### src/rtl/seq_game_ctrl.sv
// Button-sequence game controller: records a pattern, plays it back on the LED,
// captures the player's repeat and scores it, all paced by one step timer.
module seq_game_ctrl #(
    parameter int STEPS    = 8,
    parameter int TICK_DIV = 50_000_000
) (
    input  logic                         CLK,
    input  logic                         RST_N,
    input  logic                         START,
    input  logic                         CLR,
    input  logic                         BTN,
    output logic                         LD,
    output logic [STEPS-1:0]             STEP_OH,
    output logic [STEPS-1:0]             PATTERN,
    output logic                         BUSY,
    output logic                         PASS,
    output logic                         FAIL,
    output logic [$clog2(STEPS+1)-1:0]   ERRORS,
    output logic [2:0]                   STATE_DBG
);

    localparam int TW = $clog2(TICK_DIV);
    localparam int SW = $clog2(STEPS);
    localparam int EW = $clog2(STEPS+1);

    typedef enum logic [2:0] {
        S_IDLE   = 3'd0,
        S_RECORD = 3'd1,
        S_PLAY   = 3'd2,
        S_ENTER  = 3'd3,
        S_CHECK  = 3'd4,
        S_RESULT = 3'd5
    } state_t;

    state_t            state_q;
    logic [TW-1:0]     timer_q;
    logic [SW-1:0]     step_q;
    logic [STEPS-1:0]  pattern_q;
    logic [STEPS-1:0]  entry_q;
    logic [EW-1:0]     errors_q;
    logic [EW-1:0]     errors_d;
    logic              pass_q;
    logic              fail_q;

    logic tick;
    logic last_step;
    logic stepping;

    assign tick      = (timer_q == TW'(TICK_DIV-1));
    assign last_step = (step_q == SW'(STEPS-1));
    assign stepping  = (state_q == S_RECORD) || (state_q == S_PLAY) || (state_q == S_ENTER);

    always_comb begin
        errors_d = '0;
        for (int i = 0; i < STEPS; i++) begin
            errors_d = errors_d + EW'(pattern_q[i] ^ entry_q[i]);
        end
    end

    // Each stepping phase runs STEPS ticks; the tick on the last step hands over
    // to the next phase with timer and step already back at zero.
    always_ff @(posedge CLK or negedge RST_N) begin
        if (!RST_N) begin
            state_q   <= S_IDLE;
            timer_q   <= '0;
            step_q    <= '0;
            pattern_q <= '0;
            entry_q   <= '0;
            errors_q  <= '0;
            pass_q    <= 1'b0;
            fail_q    <= 1'b0;
        end else if (CLR) begin
            state_q  <= S_IDLE;
            timer_q  <= '0;
            step_q   <= '0;
            errors_q <= '0;
            pass_q   <= 1'b0;
            fail_q   <= 1'b0;
        end else begin
            case (state_q)
                S_IDLE, S_RESULT: begin
                    if (START) begin
                        state_q   <= S_RECORD;
                        timer_q   <= '0;
                        step_q    <= '0;
                        pattern_q <= '0;
                        entry_q   <= '0;
                        errors_q  <= '0;
                        pass_q    <= 1'b0;
                        fail_q    <= 1'b0;
                    end
                end
                S_RECORD, S_PLAY, S_ENTER: begin
                    if (tick) begin
                        if (state_q == S_RECORD) pattern_q[step_q] <= BTN;
                        if (state_q == S_ENTER)  entry_q[step_q]   <= BTN;
                        timer_q <= '0;
                        if (last_step) begin
                            step_q <= '0;
                            case (state_q)
                                S_RECORD: state_q <= S_PLAY;
                                S_PLAY:   state_q <= S_ENTER;
                                default:  state_q <= S_CHECK;
                            endcase
                        end else begin
                            step_q <= step_q + SW'(1);
                        end
                    end else begin
                        timer_q <= timer_q + TW'(1);
                    end
                end
                S_CHECK: begin
                    errors_q <= errors_d;
                    pass_q   <= (pattern_q == entry_q);
                    fail_q   <= (pattern_q != entry_q);
                    state_q  <= S_RESULT;
                end
                default: state_q <= S_IDLE;
            endcase
        end
    end

    assign LD        = (state_q == S_PLAY) && pattern_q[step_q];
    assign STEP_OH   = stepping ? (STEPS'(1) << step_q) : '0;
    assign PATTERN   = pattern_q;
    assign BUSY      = stepping || (state_q == S_CHECK);
    assign PASS      = pass_q;
    assign FAIL      = fail_q;
    assign ERRORS    = errors_q;
    assign STATE_DBG = state_q;

endmodule

### config.mk
export PLATFORM = sky130hd
export DESIGN_NAME = seq_game_ctrl
export DESIGN_NICKNAME = d
export VERILOG_FILES = /design/src/rtl/seq_game_ctrl.sv
export SDC_FILE = /design/constraint.sdc
export NUM_CORES = 1
export LEC_CHECK = 0
export ABC_AREA = 1
export BUFFER_PORTS_ARGS = -buffer_cell sky130_fd_sc_hd__clkbuf_2
export CORE_MARGIN = 2
export CORE_UTILIZATION = 50
export CTS_CLUSTER_SIZE = 12
export DETAILED_ROUTE_END_ITERATION = 12
export PLACE_DENSITY = 0.75
export SLEW_MARGIN = 10
export SYNTH_ARGS = -nofsm -noshare
export SYNTH_HDL_FRONTEND = slang
export SYNTH_SLANG_ARGS = --single-unit
### constraint.sdc
create_clock -name CLK -period 8.17 [get_ports CLK]
set_input_delay 0 -clock CLK [delete_from_list [all_inputs] [get_ports CLK]]
set_output_delay 0 -clock CLK [all_outputs]
set_load 0.005 [all_outputs]
; ---- Yosys cells after proc, flatten, opt, wreduce, memory -nomap -nowiden
; Cells that the tools add are included.
[word_totals]
in_bits = 5
regBits = 54
wordCells = 99
output_inout_bits = 27
[op_classes]
shifts = 1
bitwise = 9
muxes = 37
order_cmp = 2
n_eq_ne = 16
n_reduce_logical = 17
add_sub_neg = 9
[op_table]
columns = operator, count
row1 = 2-to-1 mux 26 bit, 3
row2 = one-hot mux 26 bit (2 select lines), 1
row3 = 2-to-1 mux 8 bit, 6
row4 = one-hot mux 8 bit (2 select lines), 2
row5 = adder 26 x 1 -> 26 bit (second input constant), 1
row6 = == test 26 bit (second input constant), 1
row7 = 2-to-1 mux 3 bit, 8
row8 = adder 4 x 1 -> 4 bit, 4
row9 = bitwise mux 8 bit, 2
row10 = one-hot mux 3 bit (2 select lines), 2
row11 = AND reduction 5 bit, 2
row12 = == test 3 bit (second input constant), 3
row13 = inequality test 3 bit (second input constant), 3
row14 = one-hot mux 3 bit (3 select lines), 1
row15 = == test 8 bit, 1
row16 = 2-to-1 mux 4 bit, 2
row17 = inequality test 2 bit (second input constant), 4
row18 = inequality test 8 bit, 1
row19 = one-hot mux 4 bit (2 select lines), 1
row20 = << shifter 1 x 3 -> 8 bit (first input constant), 1
row21 = bitwise XOR 1 bit, 8
row22 = == test 3 x 2 -> 1 bit (second input constant), 2
row23 = AND reduction 3 bit, 2
row24 = nonzero test 3 bit, 2
row25 = 19 further kinds, 28

; ---- Depth between registers and ports, before layout
[depth]
word_depth = 10
ltp_mapped = 12
depth_no_buf = 12

; ---- Worst setup path after synthesis
; No wires, ideal clock.
[synth_path]
kind = register to register
startpoint = register pattern_q[1], in the netlist PATTERN[1]
endpoint = register errors_q[2], in the netlist ERRORS[2]
setup_slack_ns = 5.022
path_stages_with_launch = 13
setup_time_ns = 0.083
t_arrival_ns = 3.065
path_cell_list = dfrtp_1 xnor2_1 inv_1 fa_1 fa_1 inv_1 fa_1 inv_1 ha_1 inv_1 fa_1 xor2_1 o21ai_0
[synth_via]
elab_chain_cells = 10
[synth_rtl]
columns = item, line_no
row1 = from (decl), 38  ; logic [STEPS-1:0] pattern_q;
row2 = from (signal assigned), 67  ; pattern_q <= '0;
row3 = from (signal assigned), 86  ; pattern_q <= '0;
row4 = "from (signal, indexed assignment)", 95  ; if (state_q == S_RECORD) pattern_q[step_q] <= BTN;
row5 = bitwise XOR 1 bit, 56  ; errors_d = errors_d + EW'(pattern_q[i] ^ entry_q[i]);
row6 = adder 1 x 1 -> 2 bit, 56
row7 = adder 2 x 1 -> 3 bit, 56
row8 = adder 3 x 1 -> 4 bit, 56
row9 = adder 4 x 1 -> 4 bit (4 in series), 56
row10 = one-hot mux 4 bit (2 select lines), 80  ; case (state_q)
row11 = 2-to-1 mux 4 bit, 72  ; end else if (CLR) begin
row12 = to (signal assigned), 113  ; errors_q <= errors_d;
row13 = to (decl), 40  ; logic [EW-1:0] errors_q;
; No other way between the ends.
; A chain may end at the register's enable or synchronous reset.

; ---- Worst setup path after layout
; Same ends and word-level chain as after synthesis.

==> reports/results.ini <==
[outcome]
outcome = completed

[die]
die_area_um2 = 8060
die_height_um = 89.8
io_pins = 32
core-area_um2 = 7180
die_w_um = 89.8
row_count = 31
initial_utilization_pct = 51.3

[min_path]
hp-class = in -> reg

[finish]
num_antenna_cells = 0
fin_area_um2 = 3980
ff_latch_area_um2 = 1350
areaGrowthSynthToFinish_pct = 8.02
drive_gt1_share_pct = 10.1
n_fill_cell = 726
multi_input_area_um2 = 2020
layout.nets = 571

[drt]
vias_per_cell = 5.38
vias = 3502
drc_errors = 0
wl_per_cell_um = 13.2
drt_first_iter_violations = 208
ant_nets = 0
wirelength_um = 8590
drt_pass1_iterations = 4

[clocking]
clkTransAtPathRegs_ns = 0.10
clk_latency_ns = 0.32
htree_levels = 2
cts_root_buffer = clkbuf_8
cts_num_sinks = 54
holdBufCountCts = 1
postCtsSetupBuffers = 0
cts_resized = 0
cts_tree = done
cts.path.max_buffers = 2
cts_made_buffers = 5

[logic_synthesis]
syn_nets = 549
synth_ff_type = dfrtp_1
yosysUniqueCellTypes = 28
async_flop_share_pct = 100
syn_avg_cell_area_um2 = 6.96
netlist_instances = 529
seq_area_frac_synth_pct = 36.7
synth_edf_count = 0
yosys.area.top_type = dfrtp_1
netlist_area_um2 = 3680
ys_top_cells_by_area = dfrtp_1, nand2_1, nand4_1
yosysMostFrequentCell = nand2_1
synth_warnings = 0
netlist_top_cells_count = nand2_1, nor2_1, dfrtp_1
synth_top_area_share_pct = 36.7
ys_ff_latch = 54

[power]
p_sw_share_pct = 47.5
p_int_mw = 0.484
p_leak_nw = 1.95
max-vdd-ir-drop_mv = 0.117
power_density_nw_per_um2 = 232
p_switching_mw = 0.439
seqPwrFrac_pct = 35.4
p_clk_share_pct = 17.4
p_comb_share_pct = 47.2

[global_route]
grt_max_degree = 55
grt_first_pass_wirelength_um = 15300
grt_antenna_before_repair = 0
grt_pass1_vias = 3431
overflow = 0
grtUsageTotal_pct = 22.4

[worst_setup_path]
crit_required_ns = 8.41
cp.arrival_ns = 3.62
path_class = reg -> reg
crit_path_start_kind = register
cp_max_fo = 4
end_kind = register

[timing]
fin_crit_ns = 3.38
slew_headroom_pct = 38.6
final.period_utilization_pct = 41.3
final_max_slew_viol_count = 0
worst-slew-pin-transition_ns = 0.919
tns_ns = 0
finClkSkew_ns = 0.0138
fmax_mhz = 296
setup_viol = 0
hold_viol = 0
rsz0062_at_grt = no

[run]
maxCapViolCount = 0

[placed_design]
dp_hpwl_um = 6150
gp_congestion = 0.923
placedInstanceArea_um2 = 3870
io_buffers = 31

[power by group through the flow]
stage	clock (mW)	sequential (mW)	combinational, mW
detailed placement	0	0.332	0.437
global route	0.175	0.332	0.503
finish	0.160	0.327	0.436
global placement	0	0.330	0.428
CTS	0.162	0.327	0.439
floorplan	0	0.319	0.347
[per-stage QoR]
stage	util [%]	setup slack (ns)	hold slack (ns)	cells	total power [mW]
floorplan	-	5.02	-0.296	529	0.666
global placement	53.9	4.91	0.176	642	0.759
detailed placement	53.9	4.80	0.180	642	0.769
CTS	55.4	4.77	0.0388	651	0.928
global route	55.4	4.53	0.0511	651	1.01
finish	55.4	4.79	0.0364	651	0.923
[flip-flops by register name, indices dropped and copies added, names as in the netlist]
signal and flops:
ERRORS 4, FAIL 1, PASS 1, PATTERN 8, STATE_DBG 3, entry_q 8, step_q 3, timer_q 26
[worst max-delay path: stages, from the launching register on]
cell and delay [ns]:
dfrtp_1 0.43, xnor2_1 0.22, inv_1 0.09, fa_1 0.50
fa_1 0.55, inv_1 0.06, fa_1 0.46, inv_1 0.07
ha_1 0.18, inv_1 0.06, fa_1 0.38, xor2_1 0.15
o21ai_0 0.17
[cell type report]
type	instances	area share (%)
multi-input cells	401	50.8
flip-flops and latches	54	34.0
clock inverters	2	0.315
repair buffers	34	4.53
clock buffers	6	2.08
well taps	99	3.12
inverters	55	5.19
[path summary, 6_finish.rpt]
check,depth (start not counted),start,endpoint,slack [ns]
worst max-delay path,12,PATTERN[1],ERRORS[2],4.79
worst min-delay path,2,CLR,timer_q[5],0.04
worst max register to register,12,PATTERN[1],ERRORS[2],4.79
worst min register to register,2,ERRORS[3],ERRORS[3],0.49
max in group asynchronous,3,RST_N,step_q[2],7.36
min in group asynchronous,3,RST_N,ERRORS[0],0.34
[placed cells by master (no fill, tap or decap)]
cell	instances
nand2_1	167
nor2_2	2
a22o_1	1
clkinvlp_4	1
nor3_1	14
nand3b_1	1
nand4_1	44
inv_2	5
clkinv_1	1
fa_1	4
ha_1	11
buf_4	2
clkbuf_8	6
dfrtp_1	54
xnor2_1	5
o21ai_0	20
xor2_1	13
clkbuf_2	31
nor2_1	63
nand2_2	5
clkinv_2	1
o211ai_1	1
inv_1	49
dlygate4sd3_1	1
nand3_1	33
nand3_2	1
o21ai_1	5
nor2_4	2
a21oi_1	9
[metal layers]
metal	wire length, um	part of all wire, %	global-route usage (%)
met4	173	2.0	6.92
met3	346	4.0	3.69
met5	0	0	0
met1	3810	44	28.6
met2	4260	50	39.3
[cells by family after synthesis]
kind of cell	count (synthesis)	share of synthesized area, %
buf+inv	74	8.43
flops	54	36.7
fa+ha+maj	15	5.91
compound gates	36	5.06
xor+xnor	18	4.28
simple gates	332	39.6
Power figures use the tool's default switching activity.
